$ cat config.mk
export PLATFORM = sky130hd
export DESIGN_NAME = q2a03_joypad
export DESIGN_NICKNAME = d
export VERILOG_FILES = /design/src/rtl/q2a03_joypad.sv
export SDC_FILE = /design/constraint.sdc
export NUM_CORES = 1
export LEC_CHECK = 0
export BUFFER_PORTS_ARGS = -buffer_cell sky130_fd_sc_hd__buf_2
export CORE_MARGIN = 4
export CORE_UTILIZATION = 51
export CTS_BUF_LIST = sky130_fd_sc_hd__clkbuf_2 sky130_fd_sc_hd__clkbuf_4 sky130_fd_sc_hd__clkbuf_8
export DETAILED_ROUTE_END_ITERATION = 10
export PLACE_DENSITY_LB_ADDON = 0.15
export SLEW_MARGIN = 20
export SYNTH_ARGS = -nofsm -noshare
export SYNTH_HDL_FRONTEND = slang
export SYNTH_SLANG_ARGS = --single-unit
$ cat constraint.sdc
create_clock -name G_clock -period 3.05 [get_ports G_clock]
set_clock_uncertainty 0.05 [all_clocks]
set_input_delay 0.305 -clock G_clock [delete_from_list [all_inputs] [get_ports G_clock]]
set_output_delay 0.305 -clock G_clock [all_outputs]
set_load 0.005 [all_outputs]
$ cat src/rtl/q2a03_joypad.sv
// rtl/q2a03_joypad.sv - NES-style joypad ports at $4016/$4017 with serial button shift registers
// Reads shift out one button per completed bus cycle; the strobe bit holds both pads in parallel load.
module q2a03_joypad #(
    parameter logic [15:0] P_base     = 16'h4016,
    parameter logic [2:0]  P_open_bus = 3'b010
) (
    input  logic        G_clock,
    input  logic        G_reset,
    input  logic        G_phy2,
    input  logic [15:0] G_addr,
    input  logic        G_rdwr,
    input  logic [7:0]  G_wr_data,
    output logic [7:0]  G_rd_data,
    output logic        G_rd_sel,
    input  logic [7:0]  P_pad1,
    input  logic [7:0]  P_pad2,
    output logic [2:0]  P_out
);

    localparam logic [15:0] P_base2 = P_base + 16'd1;

    logic       phy2_q;
    logic       strobe_q, strobe_d;
    logic [7:0] sr1_q, sr1_d;
    logic [7:0] sr2_q, sr2_d;
    logic [2:0] pout_q, pout_d;

    logic access_end;
    logic sel1, sel2;
    logic unused_wr_bits;

    assign access_end     = phy2_q & ~G_phy2;
    assign sel1           = (G_addr == P_base);
    assign sel2           = (G_addr == P_base2);
    assign unused_wr_bits = ^G_wr_data[7:3];

    assign G_rd_sel = G_rdwr & (sel1 | sel2);
    assign P_out    = pout_q;

    always_comb begin
        G_rd_data = 8'h00;
        if (G_rdwr && sel1) begin
            G_rd_data = {P_open_bus, 4'b0000, sr1_q[0]};
        end else if (G_rdwr && sel2) begin
            G_rd_data = {P_open_bus, 4'b0000, sr2_q[0]};
        end
    end

    // Loading follows the registered strobe, so the edge that clears it still loads the pads.
    always_comb begin
        strobe_d = strobe_q;
        pout_d   = pout_q;
        sr1_d    = sr1_q;
        sr2_d    = sr2_q;
        if (access_end && !G_rdwr && sel1) begin
            strobe_d = G_wr_data[0];
            pout_d   = G_wr_data[2:0];
        end
        if (strobe_q) begin
            sr1_d = P_pad1;
            sr2_d = P_pad2;
        end else if (access_end && G_rdwr) begin
            if (sel1) begin
                sr1_d = {1'b1, sr1_q[7:1]};
            end
            if (sel2) begin
                sr2_d = {1'b1, sr2_q[7:1]};
            end
        end
    end

    always_ff @(posedge G_clock or posedge G_reset) begin
        if (G_reset) begin
            phy2_q   <= 1'b0;
            strobe_q <= 1'b0;
            sr1_q    <= 8'hFF;
            sr2_q    <= 8'hFF;
            pout_q   <= 3'b000;
        end else begin
            phy2_q   <= G_phy2;
            strobe_q <= strobe_d;
            sr1_q    <= sr1_d;
            sr2_q    <= sr2_d;
            pout_q   <= pout_d;
        end
    end

endmodule

After elaboration in Yosys (flattened, before gate mapping)
Cells that the tools add are included.

Register bits: 21. Bits in latches: 0. Bits in writable memories: 0. Bits in read-only memories: 0. Output and inout bits: 12. Logic and storage cells: 30. Memories kept: 0.

Add/subtract/negate cells: 0. $mul: 0. Divide/modulo/power cells: 0. $lt $le $gt $ge: 0. Equal/unequal tests: 2. Shifts and indexed selects: 0. Muxes and demuxes: 8. Bitwise logic cells: 4. Reduce and logical (&&, ||, !) cells: 11.

Operator list (number): $mux W8 (6); $eq A16 B15 Y1 const B (2); $mux W7 (2); $reduce_bool A2 Y1 (3); $logic_and A1 B1 Y1 (5); $reduce_and A2 Y1 (2); $and A1 B1 Y1 (2); $logic_not A1 Y1 (1); $not A1 Y1 (1); $or A1 B1 Y1 (1).

Longest topological paths before layout
Gate-level depths: netlist of the first run.

Depth after elaboration: 5. Gate-level depth with buffers: 5. Depth with buffers taken out: 5.

Worst setup path before layout of the first run
OpenSTA, ideal clock, no wires.

Kind: in2reg. Start: input G_addr[5]. End: register pout_q[0], in the netlist P_out[0]. Setup time: 0.125 ns. Arrival: 1.420 ns. Data required time: 2.875 ns. Slack: 1.455 ns. Stages on the path: 5. Buffers on the path: 1. Path through: nor4b_2 -> and4_1 -> buf_6 -> nand3b_4 -> mux2_4.

Word-level cells in the longest chain between the ends: 2.

Ends and longest elaborated chain: from (decl) (line 10) `input logic [15:0] G_addr,`; $eq A16 B15 Y1 (line 33) `assign sel1 = (G_addr == P_base);`; $logic_and A1 B1 Y1 (line 55) `if (access_end && !G_rdwr && sel1) begin`; to (signal assigned) (line 84) `pout_q <= pout_d;`; to (decl) (line 26) `logic [2:0] pout_q, pout_d;`.

No other way between the ends. A chain may end at the register's enable or synchronous reset.

Worst setup path after layout of the first run
Start: register pout_q[0], in the netlist P_out[0]. End: output P_out[0].

RTL lines: to (decl) (line 17) `output logic [2:0] P_out`.

No word-level cell between the ends.

==> impl_metrics.json, run 1 <==
{
  "critPathLaunchType": "flop",
  "critical_path_class": "flop to output port",
  "wl_per_cell_um": 14.1,
  "crit_fanout": 34,
  "async_reset_ff_share_pct": 100,
  "wl_um": 2630,
  "cts_buffer_depth": 2,
  "worst_ep_arrival_time_ps": 1500,
  "drt_iter0_markers": 10,
  "syn_avg_cell_area_um2": 10.1,
  "ys.flop_type": "dfstp_2",
  "ios": 56,
  "synthAdderAreaFrac_pct": 0,
  "r2r-start": "phy2_q",
  "layout_worst_path_cycle_share_pct": 60.8,
  "ant_nets": 0,
  "row_count": 17,
  "clockRootBuffer": "clkbuf_4",
  "synth_warnings": 0,
  "via_count": 1038,
  "drc": 0,
  "grt_start_max_net_pins": 35,
  "setup.worst_path.end_class": "output port",
  "hold_buffers": 0,
  "max_freq_ghz": 0.540,
  "htreeDepth": 1,
  "grt_pass1_vias": 1011,
  "status": "complete, no violations",
  "die_y_um": 56.4,
  "synthToLayoutAreaGrowth_pct": 18.7,
  "power.density_nw_per_um2": 321,
  "nFillCells": 201,
  "start_util_pct": 54.0,
  "synth-seq-area-share_pct": 43.6,
  "final_layout_size_suffix_gt1_share_pct": 46.8,
  "nets": 203,
  "crit-reg2reg-capture": "P_out[1]",
  "netlist.area_leader.share_pct": 35.2,
  "whs_ps": 52.2,
  "synth_top_family_by_area": "compound AO/OA/AOI/OAI gates",
  "cts_tree": "built",
  "synth_edf_count": 0,
  "synth_compound_area_share_pct": 22.3,
  "crit_buf_inv": 1,
  "syn_area_um2": 1190,
  "worstPathCellList": "buf_2",
  "place.gp.congestion": 0.763,
  "clk_pin_slew_ps": 110,
  "antenna_found_initial": 0,
  "synth_top_area_cell": "dfstp_2",
  "synthTopCellsByCount": "dfstp_2, o21ai_0, a21oi_1, nor2b_1, a31oi_1",
  "drv_cap": 0,
  "power_leakage_nw": 0.662,
  "worst_pin_slew_ps": 893,
  "dp_hpwl_um": 1940,
  "io_buffers": 44,
  "cts_resized": 0,
  "diodes": 0,
  "grt_usage_pct": 18.0,
  "core-area_um2": 2210,
  "crit_family": "flip-flops",
  "setup_viol_count_final": 0,
  "ff2ff_path_depth": 5,
  "synth_seq_cells": 20,
  "peakVddDrop_uv": 303,
  "clk_latency_ps": 300,
  "hp-class": "primary input to asynchronous set/reset pin",
  "worst_path_max_delay_cell": "dfrtp_1",
  "grt-ovfl-total": 0,
  "slew_violations": 0,
  "postLayoutCellArea_um2": 1420,
  "hold_violations": 0,
  "cts_inserted_buffers": 3,
  "synth_cells": 118,
  "cts_setup_buffers": 0,
  "rsz0062_at_grt": "no",
  "min_period_ps": 1850,
  "cts_sinks": 20,
  "grt_pass1_wl_um": 4580,
  "ys_types": 28,
  "synth_xor_area_share_pct": 0,
  "fin_setup_tns_ps": 0,
  "r2r_slack_ps": 1350,
  "relSlewSlack_pct": 40.5,
  "synth_area_leaders": "dfstp_2, dfrtp_1, nor2b_1",
  "viasPerCell": 5.58,
  "cp_slowest_stage_delay_ps": 940,
  "die_w_um": 56.4,
  "die_area_um2": 3180,
  "muxShareOfSynthArea_pct": 4.61,
  "crit_required_ps": 2690,
  "drt-pass1-iter-count": 4,
  "synthSimpleGateAreaFrac_pct": 20.6,
  "dpl-instance-area_um2": 1390
}
worst max-delay path by stage:
stage | start | end | slack [ps] | depth (start not counted)
floorplan | G_addr[5] | P_out[0] | 1450 | 5
global placement | G_addr[0] | P_out[2] | 1110 | 5
detailed placement | G_addr[0] | P_out[1] | 1100 | 5
CTS | P_out[0] | P_out[0] | 1180 | 1
global route | P_out[0] | P_out[0] | 1070 | 1
finish | P_out[0] | P_out[0] | 1200 | 1
logic make-up after synthesis:
logic type / after synthesis
compound gates: 46
buf+inv: 17
flops: 20
mux: 4
other cells: 1
simple gates: 30
cells in the final DEF, fill, tap and decap left out:
| master | netlist | layout |
|---|---|---|
| mux2_4 | 3 | 3 |
| inv_1 | 2 | 2 |
| a21oi_1 | 15 | 15 |
| nand2_1 | 4 | 4 |
| nand4_1 | 1 | 1 |
| and4b_1 | 1 | 1 |
| nor2_1 | 1 | 1 |
| nor4b_4 | 1 | 1 |
| a31oi_1 | 8 | 8 |
| mux2i_1 | 1 | 1 |
| buf_4 | 7 | 1 |
| clkbuf_4 | 0 | 4 |
| buf_2 | 2 | 44 |
| and4_1 | 1 | 1 |
| dfrtp_1 | 4 | 4 |
| a41oi_1 | 7 | 7 |
| nand4_2 | 1 | 1 |
| clkinv_2 | 1 | 1 |
| and2_1 | 1 | 1 |
| o21ai_0 | 16 | 16 |
| nor4b_2 | 1 | 1 |
| nor2b_1 | 15 | 15 |
| nor4_4 | 1 | 1 |
| nand3b_4 | 1 | 1 |
| dfstp_2 | 16 | 16 |
| conb_1 | 1 | 6 |
| nor4bb_1 | 1 | 1 |
per-stage QoR:
step	util [%]	cells	worst slack, ps	total power, mW
2_1_floorplan	-	123	1450	0.294
3_3_place_gp	62.7	182	1110	0.319
3_5_place_dp	62.7	182	1100	0.320
4_1_cts	64.0	186	1180	0.462
5_1_grt	64.0	186	1070	0.478
6_report	64.0	186	1200	0.455
layout make-up:
| type | count | area, um2 | share of cell area (%) |
|---|---|---|---|
| flip-flops and latches | 20 | 520 | 36.7 |
| inverters | 3 | 12.5 | 0.883 |
| well taps | 28 | 35.0 | 2.47 |
| multi-input cells | 86 | 591 | 41.7 |
| repair buffers | 45 | 228 | 16.1 |
| clock buffers | 4 | 30.0 | 2.12 |
sequential cells by signal (all words and copies together) (netlist names):
name    count
P_out       3
sr2_q       8
phy2_q      1
sr1_q       8
power by group:
part           switching, mW  internal, mW
logic                 0.0245        0.0230
registers           0.000356         0.268
clock network         0.0795        0.0599
total                  0.104         0.351
layer usage:
layer | global-route usage [%] | wire, um | up-vias | share of wire (%)
met2 | 31.6 | 1370 | 37 | 52
met4 | 4.75 | 30 | 0 | 1.1
met1 | 21.3 | 1050 | 494 | 40
met3 | 5.29 | 175 | 6 | 6.7
li1 | - | - | 501 | -
met5 | 0 | 0 | - | 0
(Power assumes the default switching activity.)
==> inputs of run 2 (changes only) <==
--- a/config.mk
+++ b/config.mk
@@ -7,7 +7,7 @@
 export LEC_CHECK = 0
 export BUFFER_PORTS_ARGS = -buffer_cell sky130_fd_sc_hd__buf_2
 export CORE_MARGIN = 4
-export CORE_UTILIZATION = 51
+export CORE_UTILIZATION = 48
 export CTS_BUF_LIST = sky130_fd_sc_hd__clkbuf_2 sky130_fd_sc_hd__clkbuf_4 sky130_fd_sc_hd__clkbuf_8
 export DETAILED_ROUTE_END_ITERATION = 10
 export PLACE_DENSITY_LB_ADDON = 0.15
==> constraint.sdc (replaced) <==
create_clock -name G_clock -period 1.8 [get_ports G_clock]
set_clock_uncertainty 0.05 [all_clocks]
set_input_delay 0.18 -clock G_clock [delete_from_list [all_inputs] [get_ports G_clock]]
set_output_delay 0.18 -clock G_clock [all_outputs]
set_load 0.005 [all_outputs]
==> run 2 against run 1 <==
Net effect:
- flip-flop and latch count did not move
- utilization rose by 0.13 points
- non-clock buffer count rose by 7
- global-route usage fell by 0.66 points
- critical endpoint is now P_out[2]
==> impl_metrics.json, run 2 (synthesis results as in run 1) <==
{
  "core-area_um2": 2300,
  "antenna_found_initial": 0,
  "wl_per_cell_um": 14.0,
  "setup.worst_path.end_class": "flop",
  "grt_start_max_net_pins": 29,
  "worst_pin_slew_ps": 757,
  "layout_worst_path_cycle_share_pct": 92.6,
  "ff2ff_path_depth": 4,
  "crit_required_ps": 1950,
  "fin_setup_tns_ps": 0,
  "grt-ovfl-total": 0,
  "drt_iter0_markers": 17,
  "clk_pin_slew_ps": 110,
  "nFillCells": 209,
  "ios": 56,
  "hold_violations": 0,
  "grt_pass1_wl_um": 4530,
  "hp-start": "P_pad2[7]",
  "place.gp.congestion": 0.806,
  "whs_endpoint": "sr2_q[7]",
  "htreeDepth": 1,
  "drc": 0,
  "hold_depth": 3,
  "cts_buffer_depth": 2,
  "relSlewSlack_pct": 49.5,
  "r2r-start": "phy2_q",
  "max_freq_ghz": 0.600,
  "status": "complete, no violations",
  "drv_cap": 0,
  "grt_pass1_vias": 1070,
  "crit_buf_inv": 2,
  "io_buffers": 44,
  "power_leakage_nw": 0.696,
  "viasPerCell": 5.39,
  "final_layout_size_suffix_gt1_share_pct": 47.9,
  "final_common_cell": "buf_2",
  "nets": 210,
  "min_period_ps": 1670,
  "via_count": 1041,
  "cts_sinks": 20,
  "placed_cells": 187,
  "setup_viol_count_final": 0,
  "worst_ep_arrival_time_ps": 1820,
  "cp_slowest_stage_delay_ps": 540,
  "grt_usage_pct": 17.3,
  "cts_setup_buffers": 0,
  "synthToLayoutAreaGrowth_pct": 23.5,
  "hp-class": "primary input to flop",
  "critical_path_class": "primary input to flop",
  "start_util_pct": 52.0,
  "diodes": 0,
  "peakVddDrop_uv": 500,
  "critPathLaunchType": "primary input",
  "crit-reg2reg-capture": "P_out[2]",
  "clk_latency_ps": 300,
  "die_y_um": 57.9,
  "crit_fanout": 3,
  "ant_nets": 0,
  "power.density_nw_per_um2": 529,
  "mostFrequentLayoutCells": "buf_2, dfstp_2, nor2b_1, o21ai_0, a21oi_1",
  "die_w_um": 57.9,
  "die_area_um2": 3350,
  "rsz0062_at_grt": "no",
  "drt-pass1-iter-count": 4,
  "r2r_slack_ps": 300,
  "cts_tree": "built",
  "worstPathCellList": "dlygate4sd3_1, buf_2, nor2b_1, and4_1, nand3b_4, mux2_4",
  "worst_path_max_delay_cell": "dlygate4sd3_1",
  "cts_inserted_buffers": 3,
  "slew_violations": 0,
  "wl_um": 2700,
  "fin_cells": 193,
  "clockRootBuffer": "clkbuf_4",
  "crit_family": "buffers and inverters",
  "row_count": 17,
  "dp_hpwl_um": 2050
}
## run 2: power by group
group | internal (mW) | switching, mW | total, mW
clock | 0.102 | 0.138 | 0.240
combinational | 0.0437 | 0.0423 | 0.0860
sequential | 0.454 | 0.000814 | 0.454
## run 2: cell type report
class	instances	area (um2)	share of cell area (%)
repair buffers	52	285	19.4
clock buffers	4	30.0	2.04
well taps	28	35.0	2.38
multi-input cells	86	591	40.1
flip-flops and latches	20	520	35.3
inverters	3	12.5	0.849
## run 2: layer usage
metal,global-route usage (%),vias up,wire length (um)
li1,-,514,-
met2,31.0,36,1380
met3,4.90,8,168
met5,0,-,0
met4,6.29,0,68
met1,19.4,483,1080
## run 2: how the worst max path moves through the flow
stage | from | endpoint | cells past startpoint
after floorplan | G_addr[5] | P_out[0] | 5
after global placement | G_addr[5] | P_out[1] | 5
after detailed placement | G_addr[5] | sr1_q[7] | 6
after CTS | G_phy2 | sr1_q[7] | 7
after global routing | G_phy2 | sr1_q[4] | 7
final | G_phy2 | P_out[2] | 6
## run 2: per-stage QoR
stage	setup slack (ps)	total power, mW	util, %	cell area, um2	hold WS, ps
floorplan	330	0.499	-	1210	82.0
global placement	230	0.542	62.0	1420	253
detailed placement	135	0.544	62.0	1420	267
CTS	84.6	0.794	64.2	1470	23.6
global route	67.0	0.825	64.2	1470	18.9
finish	134	0.780	64.2	1470	29.8
## run 2: worst reg2reg max path, cell delays in order (launching register included)
cell      delay (ps)
dfrtp_1          350
nor2b_1          240
and4_1           320
nand3b_4         120
mux2_4           310
## run 2: repair_timing
action | in CTS | in global routing
resized for setup | 0 | 1
endpoints found under the hold margin | 5 | 0
hold buffers | 2 | 0
endpoints found under the setup margin | 0 | 1
